**src/rtl/pwm_pkg.sv**
```systemverilog
// Shared PWM definitions: default duty width, ramp FSM encoding and the
// saturating step helpers used by both the ramp block and the PWM peripheral.
package pwm_pkg;

  localparam int DUTY_W_DEF = 8;

  typedef enum logic [1:0] {
    IDLE   = 2'd0,
    RAMP   = 2'd1,
    BYPASS = 2'd2
  } ramp_state_e;

  // cur + step clamped to lim; the sum carries an extra bit so it cannot wrap
  function automatic logic [31:0] sat_add(input logic [31:0] cur,
                                          input logic [31:0] step,
                                          input logic [31:0] lim);
    logic [32:0] sum;
    sum = {1'b0, cur} + {1'b0, step};
    if (sum > {1'b0, lim}) return lim;
    return sum[31:0];
  endfunction

  // cur - step clamped to lim; the gap is checked first so nothing underflows
  function automatic logic [31:0] sat_sub(input logic [31:0] cur,
                                          input logic [31:0] step,
                                          input logic [31:0] lim);
    if (cur <= lim) return lim;
    if ((cur - lim) <= step) return lim;
    return cur - step;
  endfunction

endpackage

```
**src/rtl/pwm_tick_div.sv**
```systemverilog
// Divides PWM period strobes down to ramp ticks: one tick every STEP_DIV strobes.
// The clear input holds the prescaler at zero so a new ramp always starts a
// full division interval.
module pwm_tick_div #(
  parameter int STEP_DIV = 2
) (
  input  logic clk,
  input  logic rst,
  input  logic clr,
  input  logic strobe,
  output logic tick
);

  localparam int CW = (STEP_DIV > 1) ? $clog2(STEP_DIV) : 1;
  localparam logic [CW-1:0] LAST = CW'(STEP_DIV - 1);

  logic [CW-1:0] presc_q, presc_d;

  // Prescaler next value and tick on the strobe that completes an interval
  always_comb begin
    presc_d = presc_q;
    tick    = 1'b0;
    if (clr) begin
      presc_d = '0;
    end else if (strobe) begin
      if (presc_q == LAST) begin
        presc_d = '0;
        tick    = 1'b1;
      end else begin
        presc_d = presc_q + CW'(1);
      end
    end
  end

  // Prescaler register
  always_ff @(posedge clk) begin
    if (rst) presc_q <= '0;
    else     presc_q <= presc_d;
  end

endmodule

```
**src/rtl/pwm_duty_ramp.sv**
```systemverilog
// Slew-rate limiter between the SPI duty register and the PWM peripheral.
// Applied duty moves toward the programmed target in STEP increments, one step
// per STEP_DIV PWM periods, and only ever changes on a period strobe.
//
//   state  | meaning
//   -------+-----------------------------------------------------------
//   IDLE   | duty_out equals target_q, nothing pending
//   RAMP   | stepping toward target_q on each divided tick
//   BYPASS | waiting for the next period strobe to load target_q directly
module pwm_duty_ramp
  import pwm_pkg::*;
#(
  parameter int DUTY_W   = DUTY_W_DEF,
  parameter int STEP     = 16,
  parameter int STEP_DIV = 2
) (
  input  logic              clk,
  input  logic              rst,
  input  logic [DUTY_W-1:0] target_duty,
  input  logic              ramp_en,
  input  logic              period_strobe,
  output logic [DUTY_W-1:0] duty_out,
  output logic              busy,
  output logic              done
);

  if (STEP < 1) begin : g_bad_step
    $error("pwm_duty_ramp: STEP must be >= 1");
  end
  if (STEP_DIV < 1) begin : g_bad_div
    $error("pwm_duty_ramp: STEP_DIV must be >= 1");
  end

  ramp_state_e       state_q, state_d;
  logic [DUTY_W-1:0] target_q, target_d;
  logic [DUTY_W-1:0] duty_q, duty_d;
  logic              busy_q, busy_d;
  logic              done_q, done_d;
  logic [DUTY_W-1:0] step_val;
  logic              tick;

  pwm_tick_div #(.STEP_DIV(STEP_DIV)) u_tick_div (
    .clk    (clk),
    .rst    (rst),
    .clr    (state_q != RAMP),
    .strobe (period_strobe),
    .tick   (tick)
  );

  // Next duty one step toward the target; direction re-evaluated every cycle
  always_comb begin
    if (target_q > duty_q)
      step_val = DUTY_W'(sat_add(32'(duty_q), 32'(STEP), 32'(target_q)));
    else
      step_val = DUTY_W'(sat_sub(32'(duty_q), 32'(STEP), 32'(target_q)));
  end

  // State and datapath registers
  always_ff @(posedge clk) begin
    if (rst) begin
      state_q  <= IDLE;
      target_q <= '0;
      duty_q   <= '0;
      busy_q   <= 1'b0;
      done_q   <= 1'b0;
    end else begin
      state_q  <= state_d;
      target_q <= target_d;
      duty_q   <= duty_d;
      busy_q   <= busy_d;
      done_q   <= done_d;
    end
  end

  // Next-state decision, always against the registered target
  always_comb begin
    state_d = state_q;
    case (state_q)
      IDLE: begin
        if (target_q != duty_q) state_d = ramp_en ? RAMP : BYPASS;
      end
      RAMP: begin
        if (target_q == duty_q)             state_d = IDLE;
        else if (!ramp_en)                  state_d = BYPASS;
        else if (tick && step_val == target_q) state_d = IDLE;
      end
      BYPASS: begin
        if (period_strobe) state_d = IDLE;
      end
      default: state_d = IDLE;
    endcase
  end

  // Outputs: duty updates only on strobe-qualified events, done on return to IDLE
  always_comb begin
    target_d = target_duty;
    duty_d   = duty_q;
    if (state_q == RAMP && ramp_en && target_q != duty_q && tick)
      duty_d = step_val;
    else if (state_q == BYPASS && period_strobe)
      duty_d = target_q;
    busy_d = (state_d != IDLE);
    done_d = (state_q != IDLE) && (state_d == IDLE);
  end

  assign duty_out = duty_q;
  assign busy     = busy_q;
  assign done     = done_q;

endmodule

```
**config.mk**
```make
export PLATFORM = sky130hd
export DESIGN_NAME = pwm_duty_ramp
export DESIGN_NICKNAME = d
export VERILOG_FILES = /design/src/rtl/pwm_pkg.sv /design/src/rtl/pwm_tick_div.sv /design/src/rtl/pwm_duty_ramp.sv
export SDC_FILE = /design/constraint.sdc
export NUM_CORES = 1
export LEC_CHECK = 0
export BUFFER_PORTS_ARGS = -buffer_cell sky130_fd_sc_hd__clkbuf_2
export CAP_MARGIN = 30
export CELL_PAD_IN_SITES_DETAIL_PLACEMENT = 2
export CELL_PAD_IN_SITES_GLOBAL_PLACEMENT = 2
export CORE_MARGIN = 1
export CORE_UTILIZATION = 37
export DETAILED_ROUTE_END_ITERATION = 7
export GPL_TIMING_DRIVEN = 0
export MAX_ROUTING_LAYER = met4
export PLACE_DENSITY = 0.83
export SLEW_MARGIN = 20
export SYNTH_ARGS = -nofsm -noshare
export SYNTH_HDL_FRONTEND = slang
export SYNTH_SLANG_ARGS = --single-unit
export TNS_END_PERCENT = 10
```
**constraint.sdc**
```tcl
create_clock -name clk -period 5.2 [get_ports clk]
set_input_delay 1.04 -clock clk [delete_from_list [all_inputs] [get_ports clk]]
set_output_delay 1.04 -clock clk [all_outputs]
set_load 0.005 [all_outputs]
```
==> qor.txt <==
Crit path to: done
Die area: 4700 um^2
Worst setup EP type: register
Setup TNS: 0 ps
Final period util: 65.8%
Storage element area: 420 um^2
Chip height: 68.5 um
Wirelength per Cell: 20.5 um
Post-CTS setup buffers: 0
Top_reg_cell synth: dfxtp_1
Routed Antenna Nets: 0
Critical Path Start: duty_out[4]
Vias in the first global route: 1733
Crit-path max FO: 8
EDFF count, synth: 0
Multi-input logic area: 1160 um^2
Worst Hold Class: register to register
Tmin final: 3420 ps
Req. time, crit path: 5330 ps
Syn Area/Cell: 8.36 um^2
Io pins: 22
Lkg Pwr: 0.789 nW
Yosys top cell area share: 25.7%
CTS H-tree lvls: 1
RSZ-0062 raised after global routing: no
Final count of negative-setup-slack endpoints: 0
DPL Wire Length: 4100 um
Final Hold Violating Endpoints: 0
Final Core Density: 45.0%
First-pass GRT wire length: 8540 um
First-pass detailed-route iteration total: 4
Clock root cell: clkbuf_8
Max-slew violation count: 0
CTS Buf Count: 3
Area grow syn2layout: 13.1%
Hold buffers post-CTS: 0
Yosys warns: 0
TritonCTS clock tree: yes
Reg2Reg Depth: 10
Synth area leaders: dfxtp_1, ha_1, xnor2_1, nor2b_1, nor2_1
Arr. time, crit path: 3550 ps
Final Wtd Congestion: 0.810
Syn nets: 222
Number of fillers in the final layout: 486
Synth Register Bits: 21
Slew Limit Headroom: 44.5%
Die width: 68.5 um
Power Density: 221 nW/um^2
Clock Path Buffers: 2
Post-Route WL: 5570 um
Final nets: 248
Pre-CTS setup slack: 1830 ps
Seq/Total Area, Yosys: 25.7%
Reg2reg end: done
Grt ovf: 0
DRC viols: 0
Post-synth cell types: 51
Starting Density: 39.8%
Largest net degree at the start of global routing: 13
Final worst slack: 1780 ps
Resize count post-CTS: 0
Clock latency on the worst-skew pair: 270 ps
IO buf count: 21
Row count: 23
Max-cap viol count: 0
R2R Setup Slk: 1780 ps
R2R Path Start: duty_out[4]
Initial antenna violation count: 0
Dominant cell type by area after synthesis: dfxtp_1
Clock-pin slew on the worst setup and hold paths: 80 ps
VDD IR-drop max: 0.112 mV
Syn Std Cell Area: 1640 um^2
Core Box Area: 4120 um^2
Async S/R FF share, synth: 0%
CTS Sinks: 21
Status: finished clean
Antenna Cells: 0
Final Skew: 1.57 ps
Crit path launch type: register
Critical path class: register to register
FMAX: 292 MHz
1st-iter DRT viols: 63
Placed cell count: 267
Hold_ws: 547 ps
Share of cells above drive strength 1: 19.0%
Vias: 1601
Synth Instances: 196
Least-Margin Pin Slew: 826 ps
DR vias/cell: 5.91
Final non-filler cell total: 271
GRT Util Overall: 26.3%
## placed cells by master, fill, tap and decap left out, types with 4 or more instances in the layout
| master | n |
|---|---|
| nor2_1 | 18 |
| nand4_1 | 4 |
| clkbuf_2 | 21 |
| nand3_1 | 7 |
| a21oi_1 | 11 |
| dfxtp_1 | 21 |
| o21ai_0 | 6 |
| nand2_1 | 15 |
| ha_1 | 14 |
| inv_1 | 12 |
| xor2_1 | 4 |
| nor2b_1 | 12 |
| nor3_1 | 4 |
| mux2i_1 | 6 |
| xnor2_1 | 10 |
## final cells by class
type                    count  area share, %
multi-input cells         159           62.4
clock buffers               3           2.23
repair buffers             21           5.68
inverters                  12           2.43
well taps                  50           3.38
flip-flops and latches     21           22.7
clock inverters             1          0.270
plain buffers               4          0.878
## synth_stat cells, types with 2 or more instances
library cell   n
ha_1          14
nor2b_1       12
a21o_1         3
mux2i_1        6
nand2_1       15
o21ai_0        6
clkbuf_1       3
nor4_1         3
a211oi_1       3
a31o_2         3
nand4_1        4
nor2_1        18
inv_1         12
a21oi_1       11
xnor2_1       10
nor4b_1        2
dfxtp_1       21
nor3_1         4
a31oi_1        3
xor2_1         4
or3_1          3
nand3_1        7
## flip-flops by register name, summed over array words and instances, names as in the netlist
signal,flops
busy,1
done,1
duty_out,8
state_q,2
target_q,8
u_tick_div.presc_q,1
## worst min path at each step
stage          startpoint   end  slack, ps  depth (start not counted)
2_1_floorplan  state_q[0]  done        490                          2
3_3_place_gp   state_q[0]  done        520                          2
3_5_place_dp   state_q[0]  done        530                          2
4_1_cts        state_q[0]  done        550                          2
5_1_grt        state_q[0]  done        590                          2
6_report       state_q[0]  done        550                          2
## metrics by stage
stage          instance area (um^2)  power [mW]
2_1_floorplan                  1640       0.263
3_3_place_gp                   1810       0.288
3_5_place_dp                   1810       0.297
4_1_cts                        1850       0.411
5_1_grt                        1850       0.429
6_report                       1850       0.410
## power breakdown
group	switching (mW)	total, mW	internal (mW)
combinational	0.0730	0.120	0.0469
clock	0.0589	0.113	0.0536
sequential	0.00944	0.178	0.168
total	0.141	0.410	0.269
## kinds of logic after synthesis
logic type / share of synthesized area, %
AOI/OAI and AO/OA: 21.3
xor gates and xnor gates: 7.49
adders and majority gates: 10.7
buffers and inverters: 3.74
DFF: 25.7
muxes: 4.58
and+or+nand+nor: 26.5
## per-layer routing
metal	global-route usage [%]	vias to the layer above	wire length, um
li1	-	759	-
met2	46.3	34	2860
met4	12.8	0	192
met5	-	-	0
met1	28.9	792	2380
met3	3.62	16	136
## worst max-delay path, cell delays in order (launching register included)
cell	delay, ps
dfxtp_1	530
ha_1	310
xor2_1	220
ha_1	310
a211oi_1	280
nand2_1	100
o21bai_1	490
a21oi_1	190
nor4_1	540
o21ba_2	260
a211oi_1	50
Power figures use the tool's default switching activity.
